`config.mk`:
```
export PLATFORM = sky130hd
export DESIGN_NAME = fir_stream_ctrl
export DESIGN_NICKNAME = d
export VERILOG_FILES = /design/src/rtl/fir_stream_ctrl.sv
export SDC_FILE = /design/constraint.sdc
export NUM_CORES = 1
export LEC_CHECK = 0
export ABC_AREA = 1
export CAP_MARGIN = 20
export CORE_MARGIN = 2
export CORE_UTILIZATION = 36
export DETAILED_ROUTE_END_ITERATION = 8
export PLACE_DENSITY = 0.68
export SYNTH_ARGS = -nofsm -noshare
export SYNTH_HDL_FRONTEND = slang
export SYNTH_SLANG_ARGS = --single-unit
```
`constraint.sdc`:
```
create_clock -name clk -period 3.62 [get_ports clk]
set_input_delay 0.724 -clock clk [delete_from_list [all_inputs] [get_ports clk]]
set_output_delay 0.724 -clock clk [all_outputs]
set_load 0.1 [all_outputs]
```
`src/rtl/fir_stream_ctrl.sv`:
```
// Stream sequencer for the fir_filter datapath: feeds x/ce, tracks in-flight results by credit,
// captures y into an output FIFO and drains the delay line with TAPS zeros on flush.
module fir_stream_ctrl #(
  parameter int DW        = 8,
  parameter int YW        = 16,
  parameter int TAPS      = 4,
  parameter int FIR_LAT   = 1,
  parameter int OUT_DEPTH = 4
) (
  input  logic          clk,
  input  logic          reset,
  input  logic          s_valid,
  output logic          s_ready,
  input  logic [DW-1:0] s_data,
  input  logic          flush_req,
  output logic          flush_busy,
  output logic          flush_done,
  output logic [DW-1:0] fir_x,
  output logic          fir_ce,
  input  logic [YW-1:0] fir_y,
  output logic          m_valid,
  input  logic          m_ready,
  output logic [YW-1:0] m_data,
  output logic          m_last
);
  localparam int PW = $clog2(OUT_DEPTH);
  localparam int CW = PW + 1;
  localparam int ZW = $clog2(TAPS + 1);
  localparam logic [CW:0] DEPTH_C = (CW+1)'(OUT_DEPTH);

  typedef enum logic [1:0] {RUN, FLUSH, DRAIN} state_t;

  state_t               state, state_nxt;
  logic [ZW-1:0]        zero_cnt, zero_cnt_nxt;
  logic [CW-1:0]        fifo_count, inflight;
  logic [CW:0]          used;
  logic                 credit, push, push_last, cap, cap_last, wr, rd, fir_last;
  logic [DW-1:0]        push_x;
  logic [FIR_LAT-1:0]   vld_pipe, last_pipe;
  logic [YW-1:0]        mem_y [OUT_DEPTH];
  logic [OUT_DEPTH-1:0] mem_last;
  logic [PW-1:0]        wr_ptr, rd_ptr;

  // Results already queued plus results still inside the filter may never exceed the FIFO.
  assign used   = {1'b0, fifo_count} + {1'b0, inflight};
  assign credit = used < DEPTH_C;

  always_comb begin
    state_nxt    = state;
    zero_cnt_nxt = zero_cnt;
    s_ready      = 1'b0;
    push         = 1'b0;
    push_last    = 1'b0;
    push_x       = s_data;
    flush_done   = 1'b0;
    case (state)
      RUN: begin
        s_ready = credit && !flush_req;
        push    = s_valid && s_ready;
        if (flush_req) begin
          state_nxt    = FLUSH;
          zero_cnt_nxt = ZW'(TAPS);
        end
      end
      FLUSH: begin
        push_x = '0;
        if (credit) begin
          push         = 1'b1;
          zero_cnt_nxt = zero_cnt - ZW'(1);
          if (zero_cnt == ZW'(1)) begin
            push_last = 1'b1;
            state_nxt = DRAIN;
          end
        end
      end
      DRAIN: begin
        if (inflight == '0) begin
          flush_done = 1'b1;
          state_nxt  = RUN;
        end
      end
      default: state_nxt = RUN;
    endcase
    if (!reset) begin
      s_ready    = 1'b0;
      push       = 1'b0;
      flush_done = 1'b0;
    end
  end

  assign flush_busy = reset && (state != RUN) && !flush_done;
  assign cap        = vld_pipe[FIR_LAT-1];
  assign cap_last   = last_pipe[FIR_LAT-1];

  always_ff @(posedge clk) begin
    if (!reset) begin
      state     <= RUN;
      zero_cnt  <= '0;
      fir_x     <= '0;
      fir_ce    <= 1'b0;
      fir_last  <= 1'b0;
      vld_pipe  <= '0;
      last_pipe <= '0;
      inflight  <= '0;
    end else begin
      state     <= state_nxt;
      zero_cnt  <= zero_cnt_nxt;
      fir_ce    <= push;
      fir_last  <= push_last;
      if (push) fir_x <= push_x;
      vld_pipe[0]  <= fir_ce;
      last_pipe[0] <= fir_last;
      for (int i = 1; i < FIR_LAT; i++) begin
        vld_pipe[i]  <= vld_pipe[i-1];
        last_pipe[i] <= last_pipe[i-1];
      end
      if (push && !cap)      inflight <= inflight + CW'(1);
      else if (!push && cap) inflight <= inflight - CW'(1);
    end
  end

  // Output FIFO: capture is unconditional, the credit scheme guarantees room.
  assign wr      = cap;
  assign m_valid = reset && (fifo_count != '0);
  assign rd      = m_valid && m_ready;
  assign m_data  = mem_y[rd_ptr];
  assign m_last  = m_valid && mem_last[rd_ptr];

  always_ff @(posedge clk) begin
    if (!reset) begin
      wr_ptr     <= '0;
      rd_ptr     <= '0;
      fifo_count <= '0;
    end else begin
      if (wr) wr_ptr <= wr_ptr + PW'(1);
      if (rd) rd_ptr <= rd_ptr + PW'(1);
      if (wr && !rd)      fifo_count <= fifo_count + CW'(1);
      else if (!wr && rd) fifo_count <= fifo_count - CW'(1);
      if (wr) assert ({1'b0, fifo_count} < DEPTH_C);
    end
  end

  always_ff @(posedge clk) begin
    if (wr) begin
      mem_y[wr_ptr]    <= fir_y;
      mem_last[wr_ptr] <= cap_last;
    end
  end
endmodule

```
; ---- Word level (Yosys, flattened, before mapping)
; Memory sizes are Yosys's and may differ from the RTL's. A register that Yosys moved wholly into a read port is not among the register bits.
; Cells that the tools add are included.
[totals]
register_bits = 31
inputBits = 29
mem_bits_rw = 64
mem_count = 1
[classes]
n_reduce_logical = 27
n_eq_ne = 7
n_lt_le_gt_ge = 4
muxes = 31
n_addsub = 8
[mem_list]
columns = name, depth, width, read_ports, rd_ports_with_merged_regs, write_ports, line_no
row1 = mem_y, 4, 16, 1, 1, 1, 40  ; logic [YW-1:0] mem_y [OUT_DEPTH];
[ops]
columns = operator, n
row1 = 2-to-1 mux 3 bit, 6
row2 = logical AND 1 bit, 12
row3 = 2-to-1 mux 1 bit, 12
row4 = 2-to-1 mux 2 bit, 6
row5 = subtractor 3 x 1 -> 3 bit (second input constant), 3
row6 = 2-to-1 mux 8 bit, 1
row7 = != test 2 bit (second input constant), 4
row8 = nonzero test 2 bit, 4
row9 = adder 3 x 1 -> 3 bit (second input constant), 2
row10 = less-than comparator 2 x 3 -> 1 bit (second input constant), 2
row11 = case mux 2 bit (3 select lines), 1
row12 = case mux 3 bit (2 select lines), 1
row13 = AND reduction 3 bit, 2
row14 = zero test 1 bit, 5
row15 = adder 2 x 1 -> 2 bit (second input constant), 2
row16 = adder 3 x 3 -> 4 bit, 1
row17 = bitwise mux 4 bit, 1
row18 = less-than comparator 4 x 3 -> 1 bit (second input constant), 1
row19 = AND reduction 4 bit, 1
row20 = equality test 3 x 1 -> 1 bit (second input constant), 1
row21 = zero test 3 bit, 1
row22 = nonzero test 3 bit, 1
row23 = binary-select mux 1 bit (select 2 bit), 1
row24 = demux 1 bit (select 2 bit), 1
row25 = other kinds (5), 5

; ---- Depth between registers and ports, before layout
; Gate-level depths: netlist of run 1.
[depth]
ltp_word = 10
mapped_depth = 14
depth_no_buf = 13

; ---- Worst setup path after synthesis of run 1
; OpenSTA, ideal clock, no wires.
[synth_path]
path_kind = input to output
from = in reset
to = out flush_busy
path_slack_ns = -2.627
t_required_ns = 2.896
cell_stages = 4
n_path_buf = 1
arrival_ns = 5.523
path_cell_list = buf_2 > inv_1 > nor4_1 > nor2_1
[synth_via]
elab_chain_cells = 3
elab_cells_between_ends = 4
classes_between = mux (1) / reduce/logical (3)
[synth_lines]
columns = item, line_no
row1 = "start, declared", 11  ; input logic reset,
row2 = 2-to-1 mux 1 bit, 84  ; if (!reset) begin
row3 = net flush_done, 17  ; output logic flush_done,
row4 = zero test 1 bit, 91  ; assign flush_busy = reset && (state != RUN) && !flush_done;
row5 = logical AND 1 bit, 91
row6 = "end, declared", 16  ; output logic flush_busy,
; The timed path passes the listed nets, and every way through them passes these cells.

; ---- Worst setup path in the final report of run 1
[layout_path]
from = in reset
to = out flush_busy
[layout_via]
elab_chain_cells = 3
elab_cells_between_ends = 4
classes_between = mux (1) / reduce/logical (3)
[layout_lines]
columns = item, line_no
row1 = 2-to-1 mux 1 bit, 84
row2 = zero test 1 bit, 91
row3 = logical AND 1 bit (*), 91
; Mark *: on every way between the ends. The rest lies on a longest branch, timed or not.

==> results of run 1 <==
routing by layer:
layer	vias to the layer above	global-route usage, %	wire, um
li1	1332	-	-
met3	8	2.773	391
met1	1274	16.73	3410
met5	-	0	0
met2	69	24.35	3760
met4	0	6.502	141
kinds of logic after synthesis:
group | count (synthesis)
DFF | 97
and+or+nand+nor | 101
adders and majority gates | 12
buffers and inverters | 46
xor gates and xnor gates | 1
AOI/OAI and AO/OA | 90
synth_stat cells:
cell      number  area share (%)
edfxtp_1      68              52
o21ai_0       47             6.0
nor2_1        44             4.2
inv_1         31             3.0
dfxtp_1       29              15
nand2_1       28             2.7
a21oi_1       25             3.2
nand3_1       20             2.6
o22ai_1       18             2.9
ha_1          10             3.2
clkbuf_1       9            0.87
buf_2          2            0.26
fa_1           2             1.0
inv_2          2            0.19
nand3_2        2            0.51
nor2_2         2            0.32
buf_6          1            0.29
clkbuf_2       1            0.13
nand4_1        1            0.16
nand4_2        1            0.32
nor2_4         1            0.29
nor3_1         1            0.13
nor4_1         1            0.16
xnor2_1        1            0.22
worst max-delay path by stage:
stage / from / end / slack, ns / cells after the start
2_1_floorplan: reset / flush_busy / 0.02 / 4
3_3_place_gp: reset / inflight[2] / 0.60 / 12
3_5_place_dp: reset / inflight[2] / 0.55 / 12
4_1_cts: reset / flush_busy / 0.59 / 5
5_1_grt: reset / flush_busy / 0.48 / 5
6_report: reset / flush_busy / 0.60 / 5
cell type report:
type                    instances  area [sq um]  share of cell area (%)
clock inverters                 6         45.04                  0.9368
multi-input cells             204          1106                   23.00
clock buffers                  10         127.6                   2.654
repair buffers                 61         613.1                   12.75
inverters                      33         123.9                   2.576
flip-flops and latches         97          2623                   54.54
well taps                     136         170.2                   3.539
registers in the layout (all words and copies together) (netlist names), named ones only:
register and count:
cap 1, cap_last 1, fifo_count 3, fir_ce 1, fir_last 1, fir_x 8, inflight 3, mem_last 4
mem_y 64, rd_ptr 2, state 2, wr_ptr 2, zero_cnt 3
where the power goes:
group	switching (uW)	total, uW	leakage, uW	internal [uW]
Combinational	643	876	0.000811	233
Clock	372	622	0.0000746	250
Sequential	46.4	1300	0.000856	1250
Total	1060	2800	0.00174	1730
per-stage QoR:
step                      setup WS, ns  hold WS, ns
after detailed placement        0.5485       0.4255
final                           0.5988       0.4360
after CTS                       0.5941       0.4452
after global placement          0.5956       0.4111
after global routing            0.4768       0.4671
after floorplan                0.02386       0.3905
worst min-delay path: cells and delay by family (launching register included):
family | cells | cell delay (ns)
flops | 1 | 0.31
simple gates | 1 | 0.06
buf+inv | 1 | 0.03
==> flow_summary.json, run 1 <==
{
  "status": "completed",
  "cts_hold_buf": 0,
  "core-area_sq_mm": 0.01042,
  "setup_viol": 0,
  "drive_above_1_share_pct": 11.68,
  "cap_violations": 0,
  "fin_area_sq_mm": 0.004808,
  "die_area_sq_mm": 0.01167,
  "max_stage_delay_ns": 0.64,
  "synth-adder-area-share_pct": 4.238,
  "clk_latency_ns": 0.36,
  "reg2reg_from": "inflight[1]",
  "critical_path.max_fanout": 12,
  "post-route-min-period_ns": 3.021,
  "grt_pass1_wl_mm": 12.66,
  "antenna_cells": 0,
  "grt_util_all_layers_pct": 14.02,
  "r2r_setup_slack_ns": 1.07,
  "routed_wl_mm": 7.703,
  "synth-seq-cells": 97,
  "cts.sinks": 97,
  "place_inst": 531,
  "fmax_ghz": 0.3310,
  "synth_compound_area_share_pct": 12.13,
  "ys_seq_area_share_pct": 67.29,
  "start_util_pct": 37.42,
  "drtPass1Iterations": 4,
  "finalHoldViolations": 0,
  "numCtsBuffers": 9,
  "dp_hpwl_mm": 5.036,
  "cts_max_level": 3,
  "drc_errors": 0,
  "mostFrequentLayoutCells": "edfxtp_1 (68), o21ai_0 (47), nor2_1 (44)",
  "dr_total_vias": 2683,
  "drt_iter0_markers": 234,
  "antenna_left": 0,
  "instances_no_fill": 547,
  "grt_pass1_vias": 2713,
  "synthesis.area_sq_mm": 0.003897,
  "final_max_slew_viol_count": 0,
  "irDropWorstVdd_mv": 0.2735,
  "holdPathStages": 2,
  "grt_max_degree": 33,
  "cp-end-kind": "output port",
  "slowest_stage": "clkdlybuf4s50_1",
  "reg2reg_to": "inflight[2]",
  "synth_top_family_by_area": "compound AO/OA/AOI/OAI gates",
  "min_path_type": "reg2reg",
  "io_pins": 59,
  "layout_commonest_cell": "edfxtp_1",
  "crit_family": "buffers and inverters",
  "synth_mux_area_share_pct": 0,
  "die_y_um": 108.1,
  "viasPerCell": 4.905,
  "min_to": "cap_last",
  "rows": 37,
  "required_ns": 2.90,
  "crit_type": "in2out",
  "yosysWarnings": 0,
  "crit_path_start_kind": "input port",
  "post-route-period-util_pct": 83.46,
  "hold_start": "fir_last",
  "cts_resized": 0,
  "die_w_um": 108.1,
  "syn_nets": 388,
  "synthXorXnorAreaFrac_pct": 0.2247,
  "synthSimpleGateAreaFrac_pct": 11.40,
  "overflow": 0,
  "detail_route.wl_per_cell_um": 14.08,
  "power_density_mw_per_mm2": 581.7,
  "dpl_cell_area_sq_mm": 0.004636,
  "port-buffer-count": 58,
  "nFillCells": 956,
  "synth_area_per_cell_sq_um": 11.23,
  "area_growth_pct": 23.37,
  "synth.distinct_cells": 24,
  "postCtsSetupBuffers": 0,
  "root_buffer": "clkbuf_8",
  "tns_ns": 0,
  "antenna_found_initial": 0,
  "worstPathArrival_ns": 2.30,
  "power_uw": 2797,
  "routabilityCongestion": 0.7945,
  "fin_skew_ns": 0.006895,
  "rsz0062_at_grt": "false",
  "crit_chain": "clkdlybuf4s50_1 > inv_1 > nor4_4 > nor2_1 > buf_12",
  "ff2ff_path_depth": 13,
  "worst_slew_pin_slew_ns": 0.9763,
  "nNetsFinal": 447,
  "postSynthCellCount": 347,
  "max_slew_margin_pct": 34.71,
  "critPathBufInv": 3,
  "clk_transition_reported_paths_ns": 0.09,
  "utilization_pct": 46.16,
  "leakage_uw": 0.001741,
  "cts_tree": "built",
  "cts_buffer_depth": 2
}
Note: power is estimated with default switching activity, not from simulation.
==> run 2: changes to the inputs <==
--- a/config.mk
+++ b/config.mk
@@ -10,7 +10,7 @@
 export CORE_MARGIN = 2
 export CORE_UTILIZATION = 36
 export DETAILED_ROUTE_END_ITERATION = 8
-export PLACE_DENSITY = 0.68
+export PLACE_DENSITY = 0.7
 export SYNTH_ARGS = -nofsm -noshare
 export SYNTH_HDL_FRONTEND = slang
 export SYNTH_SLANG_ARGS = --single-unit
==> constraint.sdc (replaced) <==
create_clock -name clk -period 2.5 [get_ports clk]
set_input_delay 0.5 -clock clk [delete_from_list [all_inputs] [get_ports clk]]
set_output_delay 0.5 -clock clk [all_outputs]
set_load 0.1 [all_outputs]
==> run 2 against run 1 <==
Against the previous run:
- final area grew 8.9%
- final cell count rose by 2.6%
- total power increased by 55%
- sequential share of layout area fell by 4.4 points
- critical endpoint unchanged
- largest power group unchanged
- via count is 4.0% higher
- clock skew up 0.0042 ns
- worst setup slack got worse by 0.44 ns
- register-to-register slack got worse by 0.89 ns
- worst hold slack gained 0.0042 ns
==> flow_summary.json, run 2 (synthesis results as in run 1) <==
{
  "status": "completed",
  "required_ns": 2.00,
  "mostFrequentLayoutCells": "edfxtp_1 (68), o21ai_0 (46), nor2_1 (42)",
  "crit_cells": 6,
  "fin_skew_ns": 0.01109,
  "core-area_sq_mm": 0.01042,
  "routabilityCongestion": 0.8169,
  "utilization_pct": 50.27,
  "critPathBufInv": 4,
  "grt_pass1_vias": 2711,
  "numCtsBuffers": 9,
  "holdPathStages": 2,
  "cts_tree": "built",
  "place_inst": 545,
  "multi_input_area_sq_mm": 0.001220,
  "worst_slew_pin_slew_ns": 0.7870,
  "max_stage_delay_ns": 0.59,
  "crit_family": "buffers and inverters",
  "critical_path.max_fanout": 5,
  "dr_total_vias": 2791,
  "die_y_um": 108.1,
  "io_pins": 59,
  "post-route-period-util_pct": 93.65,
  "instances_no_fill": 561,
  "dpl_cell_area_sq_mm": 0.005046,
  "finalHoldViolations": 0,
  "regMostFlops": "mem_y",
  "setup_ws_ns": 0.1586,
  "max_slew_margin_pct": 47.48,
  "die_w_um": 108.1,
  "crit_chain": "clkdlybuf4s50_1 > buf_4 > inv_1 > nor4_4 > nor2_4 > buf_12",
  "top_regs": "mem_y x64, fir_x x8, mem_last x4",
  "area_growth_pct": 34.35,
  "clk_latency_ns": 0.36,
  "cp-end-kind": "output port",
  "place_worst_setup_slack_ns": -0.1136,
  "layout_commonest_cell": "edfxtp_1",
  "leakage_uw": 0.001953,
  "cts.sinks": 97,
  "rows": 37,
  "detail_route.wl_per_cell_um": 13.93,
  "ff_latch_area_sq_mm": 0.002626,
  "drtPass1Iterations": 4,
  "ff2ff_path_depth": 13,
  "power_density_mw_per_mm2": 826.7,
  "nFillCells": 906,
  "antenna_found_initial": 0,
  "drive_above_1_share_pct": 22.35,
  "hold_ws_ns": 0.4401,
  "largest_register_ffs": 64,
  "cts_hold_buf": 0,
  "fmax_ghz": 0.4271,
  "drt_iter0_markers": 107,
  "viasPerCell": 4.975,
  "antenna_cells": 0,
  "dp_hpwl_mm": 5.350,
  "antenna_left": 0,
  "crit_path_start_kind": "input port",
  "die_area_sq_mm": 0.01167,
  "irDropWorstVdd_mv": 0.3656,
  "grt_pass1_wl_mm": 12.63,
  "crit_type": "in2out",
  "overflow": 0,
  "setup_viol": 0,
  "cts_max_level": 3,
  "routed_wl_mm": 7.815,
  "post-route-min-period_ns": 2.341,
  "clk_transition_reported_paths_ns": 0.09,
  "worstPathArrival_ns": 1.84,
  "min_path_type": "reg2reg",
  "start_util_pct": 37.42,
  "final_max_slew_viol_count": 0,
  "slowest_stage": "clkdlybuf4s50_1",
  "grt_max_degree": 33,
  "drc_errors": 0,
  "root_buffer": "clkbuf_8",
  "nNetsFinal": 461,
  "fin_area_sq_mm": 0.005236,
  "grt_util_all_layers_pct": 13.88,
  "cts_buffer_depth": 2,
  "port-buffer-count": 58,
  "cap_violations": 0
}
-- run 2: cell count changes in the layout (fill, tap and decap cells not counted), sizes merged --
cell	before	now
clkdlybuf4s50	37	28
clkinv	2	3
inv	33	36
clkbuf	10	9
buf	24	47
clkinvlp	4	1
-- run 2: worst reg2reg max path: stages, from the launching register on --
cell and delay, ns:
dfxtp_2 0.34, ha_1 0.30, nor2_1 0.13, nand2_1 0.09, nor2_2 0.14, nand3_2 0.09
nand2_1 0.07, ha_1 0.14, inv_1 0.05, fa_1 0.38, a21oi_1 0.16, o21ai_0 0.13
o21ai_1 0.14, a21oi_1 0.05
-- run 2: layout make-up --
class	count	share of cell area, %
Timing Repair Buffer	75	17.35
Inverter	33	2.437
Clock buffer	9	2.366
Sequential cell	97	50.16
Clock inverter	7	1.147
Multi-Input combinational cell	204	23.30
Tap cell	136	3.250
-- run 2: layer usage --
metal  global-route usage [%]  wire length, um
met1                    16.38             3341
met2                    24.80             3896
met3                    4.039              511
met4                    3.571               66
met5                        0                0
-- run 2: per-stage QoR --
step / TNS (ns) / power (uW)
5_1_grt: -0.1180 / 4539
2_1_floorplan: -0.2632 / 2900
6_report: 0 / 4329
3_5_place_dp: -0.2189 / 3436
4_1_cts: 0 / 4360
3_3_place_gp: -0.03902 / 3405
-- run 2: power breakdown --
| part | switching (uW) | internal (uW) |
|---|---|---|
| Combinational | 997 | 523 |
| Clock | 545 | 381 |
| Sequential | 68.9 | 1820 |
| Total | 1610 | 2720 |
-- run 2: worst paths after layout --
check | end | slack (ns) | start
min reg2reg | cap_last | 0.44 | fir_last
max | flush_busy | 0.16 | reset
min | cap_last | 0.44 | fir_last
max reg2reg | inflight[2] | 0.18 | inflight[2]
-- run 2: what timing repair did --
item | CTS | global route
endpoints found under the hold margin | 0 | 0
gates resized for setup | 0 | 5
setup buffers | 0 | 0
setup endpoints to repair | 0 | 1
==> run 3: changes to the inputs <==
--- a/config.mk
+++ b/config.mk
@@ -10,7 +10,9 @@
 export CORE_MARGIN = 2
 export CORE_UTILIZATION = 36
 export DETAILED_ROUTE_END_ITERATION = 8
-export PLACE_DENSITY = 0.7
+export GPL_TIMING_DRIVEN = 0
+export PLACE_DENSITY = 0.68
+export SLEW_MARGIN = 20
 export SYNTH_ARGS = -nofsm -noshare
 export SYNTH_HDL_FRONTEND = slang
 export SYNTH_SLANG_ARGS = --single-unit
==> constraint.sdc (replaced) <==
create_clock -name clk -period 2.7 [get_ports clk]
set_input_delay 0.54 -clock clk [delete_from_list [all_inputs] [get_ports clk]]
set_output_delay 0.54 -clock clk [all_outputs]
set_load 0.1 [all_outputs]
==> run 3 against run 2 <==
Against the previous run:
- first-iteration DRC count is 15% lower
- critical path depth is 1 lower
- final area is 6.6% lower
- clock power is 3.5% lower
- global-route usage is 1.1 points higher
- clock skew rose by 0.0054 ns
- critical path type is now reg2out
==> flow_summary.json, run 3 (synthesis results as in run 1) <==
{
  "crit_type": "reg2out",
  "min_to": "cap_last",
  "crit_family": "buffers and inverters",
  "nNetsFinal": 455,
  "place_worst_setup_slack_ns": -0.4308,
  "rsz0062_at_grt": "false",
  "cts.sinks": 97,
  "die_y_um": 108.1,
  "rows": 37,
  "cts_resized": 94,
  "crit_path_start_kind": "register",
  "ff2ff_path_depth": 13,
  "fmax_ghz": 0.3932,
  "worstPathArrival_ns": 2.00,
  "cts_tree": "built",
  "status": "completed",
  "antenna_cells": 0,
  "holdPathStages": 2,
  "power_density_mw_per_mm2": 781.2,
  "final_max_slew_viol_count": 0,
  "reg2reg_to": "inflight[2]",
  "cp-end-kind": "output port",
  "postCtsSetupBuffers": 0,
  "antenna_left": 0,
  "power_uw": 3822,
  "layout_commonest_cell": "edfxtp_1",
  "irDropWorstVdd_mv": 0.3346,
  "detail_route.wl_per_cell_um": 15.04,
  "fin_area_sq_mm": 0.004892,
  "die_area_sq_mm": 0.01167,
  "critPathBufInv": 2,
  "drc_errors": 0,
  "drive_above_1_share_pct": 17.66,
  "overflow": 0,
  "max_stage_delay_ns": 0.86,
  "cap_violations": 0,
  "mostFrequentLayoutCells": "edfxtp_1 (68), o21ai_0 (47), nor2_1 (42)",
  "area_growth_pct": 25.52,
  "setup_ws_ns": 0.1570,
  "r2r_setup_slack_ns": 0.22,
  "setup_viol": 0,
  "io_pins": 59,
  "clk_latency_ns": 0.36,
  "required_ns": 2.16,
  "regMostFlops": "mem_y",
  "min_path_type": "reg2reg",
  "grt_max_degree": 20,
  "core-area_sq_mm": 0.01042,
  "cts_max_level": 3,
  "dp_hpwl_mm": 5.547,
  "grt_pass1_wl_mm": 13.21,
  "antenna_found_initial": 0,
  "max_slew_margin_pct": 32.99,
  "grt_pass1_vias": 2755,
  "cts_buffer_depth": 2,
  "clk_transition_reported_paths_ns": 0.09,
  "fin_skew_ns": 0.01649,
  "post-route-period-util_pct": 94.19,
  "viasPerCell": 4.975,
  "grt_util_all_layers_pct": 14.93,
  "die_w_um": 108.1,
  "critical_path.max_fanout": 4,
  "top_regs": "mem_y x64, fir_x x8, mem_last x4",
  "crit_chain": "inv_1 > nand3_1 > nand2_1 > a21oi_2 > dlygate4sd2_1",
  "instances_no_fill": 555,
  "slowest_stage": "dlygate4sd2_1",
  "reg2reg_from": "inflight[2]",
  "port-buffer-count": 56,
  "post-route-min-period_ns": 2.543,
  "numCtsBuffers": 9,
  "dr_total_vias": 2761,
  "drt_iter0_markers": 91,
  "finalHoldViolations": 0,
  "cts_hold_buf": 0,
  "dpl_cell_area_sq_mm": 0.004755,
  "place_inst": 539,
  "start_util_pct": 37.42,
  "routabilityCongestion": 0.7554,
  "drtPass1Iterations": 4,
  "root_buffer": "clkbuf_8",
  "nFillCells": 962,
  "hold_start": "fir_last",
  "leakage_uw": 0.001809,
  "routed_wl_mm": 8.349,
  "largest_register_ffs": 64,
  "worst_slew_pin_slew_ns": 1.002,
  "hold_ws_ns": 0.4181
}
-- run 3: cell count changes in the layout (fill, tap and decap cells not counted), sizes merged --
cell,change
dlygate4sd2,+3
clkdlybuf4s50,+7
clkbuf,+11
buf,-27
-- run 3: how the worst max path moves through the flow --
stage / from / to / slack, ns / cells past startpoint
6_report: fifo_count[0] / m_last / 0.16 / 5
3_5_place_dp: register / m_data[5] / -0.43 / 5
4_1_cts: register / m_data[6] / 0.002 / 5
3_3_place_gp: flush_req / s_ready / -0.38 / 5
2_1_floorplan: reset / flush_busy / -0.05 / 4
5_1_grt: inflight[1] / inflight[2] / 0.02 / 13
-- run 3: through the flow --
stage | utilization (%) | setup TNS (ns)
final | 46.97 | 0
after global routing | 46.97 | 0
after CTS | 46.88 | 0
after detailed placement | 45.65 | -5.356
after global placement | 45.65 | -4.677
after floorplan | - | -0.05083
-- run 3: final cells by class --
type                            instances  area (sq um)  share of cell area [%]
Multi-Input combinational cell        204          1227                   25.09
Clock inverter                          7         72.57                   1.483
Timing Repair Buffer                   56         481.7                   9.847
Inverter                               33         123.9                   2.532
Buffer                                 13         70.07                   1.432
Sequential cell                        97          2623                   53.61
Clock buffer                            9         123.9                   2.532
Tap cell                              136         170.2                   3.478
-- run 3: tightest hold or removal path: stages (launching register included) --
cell and delay [ns]:
dfxtp_1 0.32, nand2_1 0.04, inv_1 0.04
-- run 3: routing by layer --
layer	vias up	track usage, %	routed length (um)	share of wire, %
met1	1313	17.73	3535	42
met5	-	0	0	0
met3	4	5.365	620	7.4
met2	98	25.43	4141	50
li1	1346	-	-	-
met4	0	4.579	51	0.61
-- run 3: power breakdown --
group,internal [uW],switching (uW),leakage [uW]
Combinational,289,896,0.000856
Sequential,1680,65.5,0.000856
Clock,362,532,0.0000966
Total,2330,1490,0.00181
